$ cat config.mk
export PLATFORM = sky130hd
export DESIGN_NAME = uart_echo_responder_flat
export DESIGN_NICKNAME = d
export VERILOG_FILES = /design/src/rtl/uart_echo_responder_pkg.sv /design/src/rtl/uart_echo_responder_if.sv /design/src/rtl/uart_echo_responder_echo_seq_rom.sv /design/src/rtl/uart_echo_responder.sv /design/src/flat_wrapper.sv
export SDC_FILE = /design/constraint.sdc
export NUM_CORES = 1
export LEC_CHECK = 0
export CORE_MARGIN = 5
export CORE_UTILIZATION = 35
export CTS_CLUSTER_DIAMETER = 60
export DETAILED_ROUTE_END_ITERATION = 12
export PLACE_DENSITY = 0.65
export SYNTH_ARGS = -nofsm -noshare
export SYNTH_HDL_FRONTEND = slang
export SYNTH_HIERARCHICAL = 1
export SYNTH_SLANG_ARGS = --single-unit
$ cat constraint.sdc
create_clock -name i_clk -period 2.1 [get_ports i_clk]
set_input_delay 0.42 -clock i_clk [delete_from_list [all_inputs] [get_ports i_clk]]
set_output_delay 0.42 -clock i_clk [all_outputs]
set_load 0.05 [all_outputs]
$ cat src/rtl/uart_echo_responder_pkg.sv
// Shared types and character constants for the UART echo responder.
// Holds the FSM state enum, the reply-sequence id enum and the ASCII constants.
// Also has a small classifier helper for printable bytes.
package uart_echo_pkg;

  typedef enum logic [1:0] {
    ST_BOOT,
    ST_IDLE,
    ST_SEND
  } state_t;

  typedef enum logic [1:0] {
    SEQ_PROMPT,
    SEQ_ECHO,
    SEQ_RUBOUT,
    SEQ_BELL
  } seq_t;

  localparam logic [7:0] CR  = 8'h0D;
  localparam logic [7:0] LF  = 8'h0A;
  localparam logic [7:0] GT  = 8'h3E;
  localparam logic [7:0] SP  = 8'h20;
  localparam logic [7:0] BS  = 8'h08;
  localparam logic [7:0] DEL = 8'h7F;
  localparam logic [7:0] BEL = 8'h07;

  // Printable ASCII range, space through tilde.
  function automatic logic is_printable(input logic [7:0] b);
    return (b >= SP) && (b <= 8'h7E);
  endfunction

endpackage

$ cat src/rtl/uart_echo_responder_if.sv
// Handshake bundle between the responder and the UART receiver/transmitter.
// Rx side: rx_data/rx_valid in, rx_ready out. Tx side: tx_data/tx_valid out, tx_ready in.
// line_len is a debug view of the current line length.
interface uart_echo_responder_if;
  logic [7:0] rx_data;
  logic       rx_valid;
  logic       rx_ready;
  logic [7:0] tx_data;
  logic       tx_valid;
  logic       tx_ready;
  logic [7:0] line_len;

  // Responder side.
  modport slave (
    input  rx_data, rx_valid, tx_ready,
    output rx_ready, tx_data, tx_valid, line_len
  );

  // UART / environment side.
  modport master (
    output rx_data, rx_valid, tx_ready,
    input  rx_ready, tx_data, tx_valid, line_len
  );
endinterface

$ cat src/rtl/uart_echo_responder_echo_seq_rom.sv
// Reply-sequence ROM: maps (sequence id, index, echo byte) to the byte to send.
// Latency: purely combinational. Backpressure: none, the caller holds the index.
// Ports: i_seq/i_idx/i_echo select the byte; o_byte is the byte, o_last marks the final one.
module echo_seq_rom
  import uart_echo_pkg::*;
(
  input  seq_t       i_seq,
  input  logic [1:0] i_idx,
  input  logic [7:0] i_echo,
  output logic [7:0] o_byte,
  output logic       o_last
);

  always_comb begin
    o_byte = 8'h00;
    o_last = 1'b1;
    case (i_seq)
      SEQ_PROMPT: begin
        o_last = (i_idx == 2'd3);
        case (i_idx)
          2'd0:    o_byte = CR;
          2'd1:    o_byte = LF;
          2'd2:    o_byte = GT;
          default: o_byte = SP;
        endcase
      end
      SEQ_ECHO: begin
        o_byte = i_echo;
      end
      SEQ_RUBOUT: begin
        // Backspace, overwrite with space, backspace again.
        o_last = (i_idx == 2'd2);
        o_byte = (i_idx == 2'd1) ? SP : BS;
      end
      default: begin
        o_byte = BEL;
      end
    endcase
  end

endmodule

$ cat src/rtl/uart_echo_responder.sv
// Console responder: prompt, echo printable bytes, handle CR and backspace, track line length.
// Latency: Rx accept to first TxValid is 1 cycle; n-byte reply takes n cycles plus 1 idle cycle.
// Backpressure: Tx bytes hold while tx_ready is low; rx_ready is low outside IDLE.
// Ports: i_clk, i_rst (sync, active-high), io_bus (slave modport of the echo interface).
module uart_echo_responder
  import uart_echo_pkg::*;
#(
  parameter int MaxLine        = 64,
  parameter bit SendBootPrompt = 1'b1
) (
  input logic                   i_clk,
  input logic                   i_rst,
  uart_echo_responder_if.slave  io_bus
);

  localparam logic [7:0] MAX_LEN = 8'(MaxLine);

  state_t     r_state;
  seq_t       r_seq;
  logic [1:0] r_idx;
  logic [7:0] r_echo;
  logic [7:0] r_line_len;
  logic       r_tx_vld;
  logic       r_rx_rdy;

  logic [7:0] w_rom_byte;
  logic       w_rom_last;

  // Classification of the byte offered on the Rx side while in IDLE.
  logic       w_reply;
  seq_t       w_seq_sel;
  logic [7:0] w_len_next;

  always_comb begin
    w_reply    = 1'b0;
    w_seq_sel  = SEQ_BELL;
    w_len_next = r_line_len;
    if (is_printable(io_bus.rx_data)) begin
      w_reply = 1'b1;
      if (r_line_len < MAX_LEN) begin
        w_seq_sel  = SEQ_ECHO;
        w_len_next = r_line_len + 8'd1;
      end
    end else if (io_bus.rx_data == CR) begin
      w_reply    = 1'b1;
      w_seq_sel  = SEQ_PROMPT;
      w_len_next = 8'd0;
    end else if ((io_bus.rx_data == BS) || (io_bus.rx_data == DEL)) begin
      w_reply = 1'b1;
      if (r_line_len != 8'd0) begin
        w_seq_sel  = SEQ_RUBOUT;
        w_len_next = r_line_len - 8'd1;
      end
    end
  end

  echo_seq_rom u_rom (
    .i_seq  (r_seq),
    .i_idx  (r_idx),
    .i_echo (r_echo),
    .o_byte (w_rom_byte),
    .o_last (w_rom_last)
  );

  always_ff @(posedge i_clk) begin
    if (i_rst) begin
      r_state    <= ST_BOOT;
      r_seq      <= SEQ_PROMPT;
      r_idx      <= 2'd0;
      r_echo     <= 8'h00;
      r_line_len <= 8'd0;
      r_tx_vld   <= 1'b0;
      r_rx_rdy   <= 1'b0;
    end else begin
      case (r_state)
        ST_BOOT: begin
          r_idx <= 2'd0;
          if (SendBootPrompt) begin
            r_state  <= ST_SEND;
            r_seq    <= SEQ_PROMPT;
            r_tx_vld <= 1'b1;
          end else begin
            r_state  <= ST_IDLE;
            r_rx_rdy <= 1'b1;
          end
        end
        ST_IDLE: begin
          // rx_ready is high throughout IDLE, so rx_valid alone marks a transfer.
          // Unrecognised bytes are consumed without a reply.
          if (io_bus.rx_valid && w_reply) begin
            r_state    <= ST_SEND;
            r_seq      <= w_seq_sel;
            r_idx      <= 2'd0;
            r_echo     <= io_bus.rx_data;
            r_line_len <= w_len_next;
            r_tx_vld   <= 1'b1;
            r_rx_rdy   <= 1'b0;
          end
        end
        ST_SEND: begin
          if (io_bus.tx_ready) begin
            if (w_rom_last) begin
              r_state  <= ST_IDLE;
              r_idx    <= 2'd0;
              r_tx_vld <= 1'b0;
              r_rx_rdy <= 1'b1;
            end else begin
              r_idx <= r_idx + 2'd1;
            end
          end
        end
        default: begin
          r_state  <= ST_BOOT;
          r_tx_vld <= 1'b0;
          r_rx_rdy <= 1'b0;
        end
      endcase
    end
  end

  // TxData is forced to zero whenever nothing is being offered.
  assign io_bus.tx_data  = r_tx_vld ? w_rom_byte : 8'h00;
  assign io_bus.tx_valid = r_tx_vld;
  assign io_bus.rx_ready = r_rx_rdy;
  assign io_bus.line_len = r_line_len;

endmodule

$ cat src/flat_wrapper.sv
// flat-port wrapper written by rule: the top's interface ports become plain ports
module uart_echo_responder_flat import uart_echo_pkg::*;
#(
  parameter int MaxLine        = 64,
  parameter bit SendBootPrompt = 1'b1
)
  (i_clk, i_rst, io_bus_rx_data, io_bus_rx_valid, io_bus_tx_ready, io_bus_rx_ready, io_bus_tx_data, io_bus_tx_valid, io_bus_line_len);
  uart_echo_responder_if io_bus_i ();
  input logic i_clk;
  input logic i_rst;
  input wire logic [$bits(io_bus_i.rx_data)-1:0] io_bus_rx_data;
  input wire logic [$bits(io_bus_i.rx_valid)-1:0] io_bus_rx_valid;
  input wire logic [$bits(io_bus_i.tx_ready)-1:0] io_bus_tx_ready;
  output wire logic [$bits(io_bus_i.rx_ready)-1:0] io_bus_rx_ready;
  output wire logic [$bits(io_bus_i.tx_data)-1:0] io_bus_tx_data;
  output wire logic [$bits(io_bus_i.tx_valid)-1:0] io_bus_tx_valid;
  output wire logic [$bits(io_bus_i.line_len)-1:0] io_bus_line_len;
  assign io_bus_i.rx_data = io_bus_rx_data;
  assign io_bus_i.rx_valid = io_bus_rx_valid;
  assign io_bus_i.tx_ready = io_bus_tx_ready;
  assign io_bus_rx_ready = io_bus_i.rx_ready;
  assign io_bus_tx_data = io_bus_i.tx_data;
  assign io_bus_tx_valid = io_bus_i.tx_valid;
  assign io_bus_line_len = io_bus_i.line_len;
  uart_echo_responder #(.MaxLine(MaxLine), .SendBootPrompt(SendBootPrompt)) u_core (.i_clk(i_clk), .i_rst(i_rst), .io_bus(io_bus_i));
endmodule
Word level (Yosys, flattened, before mapping)
Index checks and enable logic that the tools add are counted.

Bits in registers: 24. Input bits: 12. Output and inout bits: 18. Word-level logic and storage cells: 81.

Add/subtract/negate cells: 3. $lt $le $gt $ge: 3. Equal/unequal tests: 14. Multiplexer cells: 36. Bitwise logic cells: 1. Reduce and logical (&&, ||, !) cells: 17.

Operator list (count): two-way mux 8 bit (6); one-hot mux 8 bit (3 select lines) (1); two-way mux 2 bit (11); one-hot mux 6 bit (3 select lines) (1); == test 8 x 4 -> 1 bit, second input constant (2); one-hot mux 2 bit (3 select lines) (2); two-way mux 1 bit (10); nonzero test 3 bit (3); adder 8 x 1 -> 8 bit, second input constant (1); == test 2 bit, second input constant (4); == test 8 x 7 -> 1 bit, second input constant (1); >= comparator 8 x 6 -> 1 bit, second input constant (1); less-or-equal comparator 8 x 7 -> 1 bit, second input constant (1); less-than comparator 8 x 7 -> 1 bit, second input constant (1); nonzero test 8 bit (1); subtractor 8 x 1 -> 8 bit, second input constant (1); == test 2 x 1 -> 1 bit, second input constant (3); zero test 2 bit (3); two-way mux 6 bit (1); != test 2 bit, second input constant (3); one-hot mux 1 bit (3 select lines) (2); AND reduction 3 bit (2); AND reduction 5 bit (1); one-hot mux 2 bit (2 select lines) (1); 9 further kinds (11).

Depth between registers and ports, before layout
Depth after elaboration: 8. Gate-level depth with buffers: 7. Depth with buffers taken out: 7.

Modules after synthesis
Netlist, hierarchy kept.

Modules (own cells, without submodules): uart_echo_responder (instances 1, cells an instance 197, area an instance 1605.3 sq um, seq. area each 480.5 sq um); echo_seq_rom (instances 1, cells an instance 32, area an instance 264.0 sq um, seq. area each 0.0 sq um).

Least setup slack after synthesis
No wires, ideal clock.

Kind: register to register. Start point: register u_core.r_line_len[0], in the netlist u_core/io_bus.line_len[0]. End point: register u_core.r_line_len[6], in the netlist u_core/io_bus.line_len[6]. Setup time: 131 ps. Data arrival time: 2113 ps. Required time: 1969 ps. Slack: -145 ps. Cell stages (with the launch flop): 8. Path buffers: 0. Period minus slack after synthesis: 2245 ps. Cells stage by stage: dfxtp_1 inv_1 ha_1 or3b_2 a211oi_2 mux2_4 a2111oi_0 nor3_1.

Longest elaborated chain between the ends: 5. Elaborated cells between the ends (all ways): 12. Those cells by class: add/sub: 2; order compare: 1; eq/ne: 1; mux: 5; reduce/logical: 3.

Ends and longest elaborated chain: from (decl) (RTL line uart_echo_responder.sv:22) `logic [7:0] r_line_len;`; from (signal assigned) (RTL line uart_echo_responder.sv:95) `r_line_len <= w_len_next;`; subtractor 8 x 1 -> 8 bit (RTL line uart_echo_responder.sv:52) `w_len_next = r_line_len - 8'd1;`; two-way mux 8 bit (RTL line uart_echo_responder.sv:50) `if (r_line_len != 8'd0) begin`; two-way mux 8 bit (RTL line uart_echo_responder.sv:48) `end else if ((io_bus.rx_data == BS) || (io_bus.rx_data == DEL)) begin`; two-way mux 8 bit (RTL line uart_echo_responder.sv:44) `end else if (io_bus.rx_data == CR) begin`; two-way mux 8 bit (RTL line uart_echo_responder.sv:38) `if (is_printable(io_bus.rx_data)) begin`.

Parallel ways exist; a longest one is shown, timed or not. The select of a mux whose other input is x is not followed. A chain may end at the register's enable or synchronous reset.

Final worst setup path
Start point: input port io_bus_rx_data[6]. End point: register u_core.r_line_len[5], in the netlist u_core/io_bus.line_len[5].

Longest elaborated chain between the ends: 7. Elaborated cells between the ends (all ways): 17. Those cells by class: order compare: 2; eq/ne: 4; mux: 5; reduce/logical: 6.

Ends and longest elaborated chain: from (decl) (RTL line flat_wrapper.sv:11) `input wire logic [$bits(io_bus_i.rx_data)-1:0] io_bus_rx_data;`; branches (longest 7 deep; another with >= comparator 8 x 6 -> 1 bit).

Several ways; the timed one is not identified.

==> impl_metrics.tcl <==
set metrics [dict create \
    place_ws_ns -0.3213 \
    synthTopCellsByCount "28 x nand2_1, 24 x dfxtp_1, 22 x a21oi_1" \
    synth-xor-area-share 0.004685 \
    yosysMostFrequentCell "nand2_1" \
    slew_headroom 0.6625 \
    htreeDepth 1 \
    setup_tns_ns 0 \
    synthAdderAreaFrac 0.06024 \
    vias_per_cell 5.667 \
    fin_nets 324 \
    synthToLayoutAreaGrowth_pct 47.86 \
    synth_top_family_by_area "simple AND/OR/NAND/NOR gates" \
    seq_area_frac_synth 0.2570 \
    synth.area.mux_share 0.03548 \
    diodes 0 \
    p_sw_frac 0.2624 \
    synth_seq_cells 24 \
    grt_overflow 0 \
    grt_pass1_vias 2044 \
    clock-sinks 24 \
    grtUsageTotal 0.1668 \
    dp_hpwl_um 4297 \
    register_area_um2 491.7 \
    p_sw_mw 0.2919 \
    cp-end-kind "flop" \
    leakagePower_nw 1.160 \
    dr.first_iter.drc_count 123 \
    syn_area_per_cell_um2 8.163 \
    firstDrtPassIters 5 \
    fillCellCount 526 \
    numCtsBuffers 3 \
    grt_start_max_net_pins 15 \
    clk_pin_slew_ns 0.09 \
    start_kind "primary input" \
    pwr-share-comb 0.205 \
    port_buffers 29 \
    routedWlPerCell_um 15.94 \
    cp.arrival_ns 2.20 \
    grt_pass1_wl_um 9701 \
    worstSetupPathType "primary input to flop" \
    hold_class "flop to flop" \
    total_power_mw 1.112 \
    synth_edf_count 0 \
    layout-drive-gt1-share 0.3477 \
    skew_ns 0.001446 \
    finalNonFillerCells 372 \
    dp.cells 362 \
    cts_tree "done" \
    totalWireLength_um 5928 \
    syn-num-nets 250 \
    synth-warning-count 6 \
    multi_input_area_mm2 0.001340 \
    fmax_mhz 487.8 \
    ir_drop_mv 0.2048 \
    synth_largest_area_cell "dfxtp_1" \
    synth_compound_area_frac 0.2798 \
    post-route-drc-count 0 \
    dieArea_mm2 0.006902 \
    syn_inst 229 \
    run_status "completed" \
    yosys.area_share.simple 0.3025 \
    clk_latency_ns 0.27 \
    synth_area_mm2 0.001869 \
    report.final.slew_viol_count 0 \
    final.period_utilization 0.9762 \
    dieWidth_um 83.08 \
    synthTopCellsByArea "dfxtp_1 26%, ha_1 6.0%, a21oi_1 5.9%, nand2_1 5.6%, and2_1 3.3%" \
    synth.distinct_cells 60 \
    gp_congestion 1.017 \
    io_pins 30 \
    power_density_mw_per_mm2 402.5 \
    holdBufCountCts 0 \
    ant_nets 0 \
    clkPwrFrac 0.379 \
    ys.flop_type "dfxtp_1" \
    clockBufferDepth 2 \
    antenna_found_initial 0 \
    async_reset_ff_frac 0 \
    drv_cap 0 \
    seq_power_share 0.416 \
    vias 2108 \
    tightest_slew_ns 0.5047 \
    finalWorstSetupSlack_ns 0.04993 \
    post-route-min-period_ns 2.050 \
    cp_max_fo 6 \
    cellInternalPower_mw 0.8206 \
    cts_root_buffer "clkbuf_8" \
    hold_viol 0 \
    yosys.area.top_type_share 0.2570 \
    die_h_um 83.08 \
    core.rowCount 26 \
    core_area_mm2 0.005140 \
    final-setup-viol-count 0 \
    initial_core_util 0.3637 \
    cp.required_ns 2.25 \
]
per-layer routing:
metal / vias to the layer above / GRT usage / share of wire
li1: 1009 / - / -
met1: 965 / 0.1987 / 0.41
met2: 104 / 0.2850 / 0.48
met3: 30 / 0.03861 / 0.063
met4: 0 / 0.07132 / 0.040
met5: - / 0 / 0
cells in the final DEF, fill, tap and decap left out, drive strengths merged, types with 2 or more instances in the layout:
master         Yosys  final
a32o               2      2
nand2             28     28
mux2i              4      4
mux2               2      2
a211oi             5      5
clkdlybuf4s50      0     11
nand3b             3      3
inv                8      8
buf                8     65
o2bb2ai            2      2
nand3              5      5
nand4b             2      2
nor2              12     12
o31ai              6      6
nor2b              4      4
nand2b             2      2
a311oi             2      2
and3               4      4
o21ai             13     13
nand4              6      6
a21oi             22     22
and2              10     10
clkbuf             5      3
ha                 9      9
a31oi              4      4
dlygate4sd2        0      5
nor3               4      4
o211ai             2      2
a21o               2      2
o41ai              3      3
nor4               7      7
or4                2      2
o2111ai            2      2
dfxtp             24     24
path summary, 6_finish.rpt:
kind	startpoint	endpoint	slack [ns]	cells after the start
worst max register to register	u_core/io_bus.line_len[0]	u_core/io_bus.line_len[4]	0.11	7
worst min-delay path	u_core/r_echo[6]	u_core/r_echo[6]	0.45	2
worst min register to register	u_core/r_echo[6]	u_core/r_echo[6]	0.45	2
worst max-delay path	io_bus_rx_data[6]	u_core/io_bus.line_len[5]	0.05	9
stage by stage:
step / cell area [um2] / utilization / hold WS, ns
2_1_floorplan: 1872 / - / 0.4317
3_3_place_gp: 2577 / 0.5015 / 0.4422
3_5_place_dp: 2577 / 0.5015 / 0.4446
4_1_cts: 2698 / 0.5248 / 0.4573
5_1_grt: 2764 / 0.5377 / 0.4787
6_report: 2764 / 0.5377 / 0.4530
worst max-delay path: stages:
cell and delay (ns):
dlygate4sd2_1 0.27, buf_4 0.15, nor4_4 0.26, buf_4 0.17, buf_4 0.12, a211oi_2 0.07, mux2_4 0.31, o31ai_1 0.28
a31oi_1 0.14
area by class of cell:
class	count	area share
repair buffers	82	0.2689
multi-input cells	184	0.4848
inverters	8	0.01086
flip-flops and latches	24	0.1779
well taps	70	0.03169
clock buffers	3	0.01494
clock inverters	1	0.01086
registers in the layout (all words and copies together), names as in the netlist:
| signal | count |
|---|---|
| u_core/io_bus.tx_valid | 1 |
| u_core/io_bus.line_len | 8 |
| u_core/r_idx | 2 |
| u_core/io_bus.rx_ready | 1 |
| u_core/r_state | 2 |
| u_core/r_seq | 2 |
| u_core/r_echo | 8 |
cell families after synthesis:
| family | after synthesis |
|---|---|
| simple gates | 94 |
| compound gates | 74 |
| flops | 24 |
| buf+inv | 21 |
| fa+ha+maj | 9 |
| mux | 6 |
| xor+xnor | 1 |
timing repair:
action | 4_1_cts | 5_1_grt
setup endpoints to repair | 16 | 24
pin swaps | 3 | 4
resized for setup | 16 | 13
setup buffers | 2 | 3
gates cloned | 1 | 0
power groups by stage:
stage | Clock (mW) | Combinational [mW] | Sequential, mW
after floorplan | 0 | 0.0948 | 0.478
after global placement | 0 | 0.212 | 0.475
after detailed placement | 0 | 0.214 | 0.475
after CTS | 0.426 | 0.219 | 0.463
after global routing | 0.451 | 0.241 | 0.464
final | 0.422 | 0.228 | 0.463
Note: power is estimated with default switching activity, not from simulation.
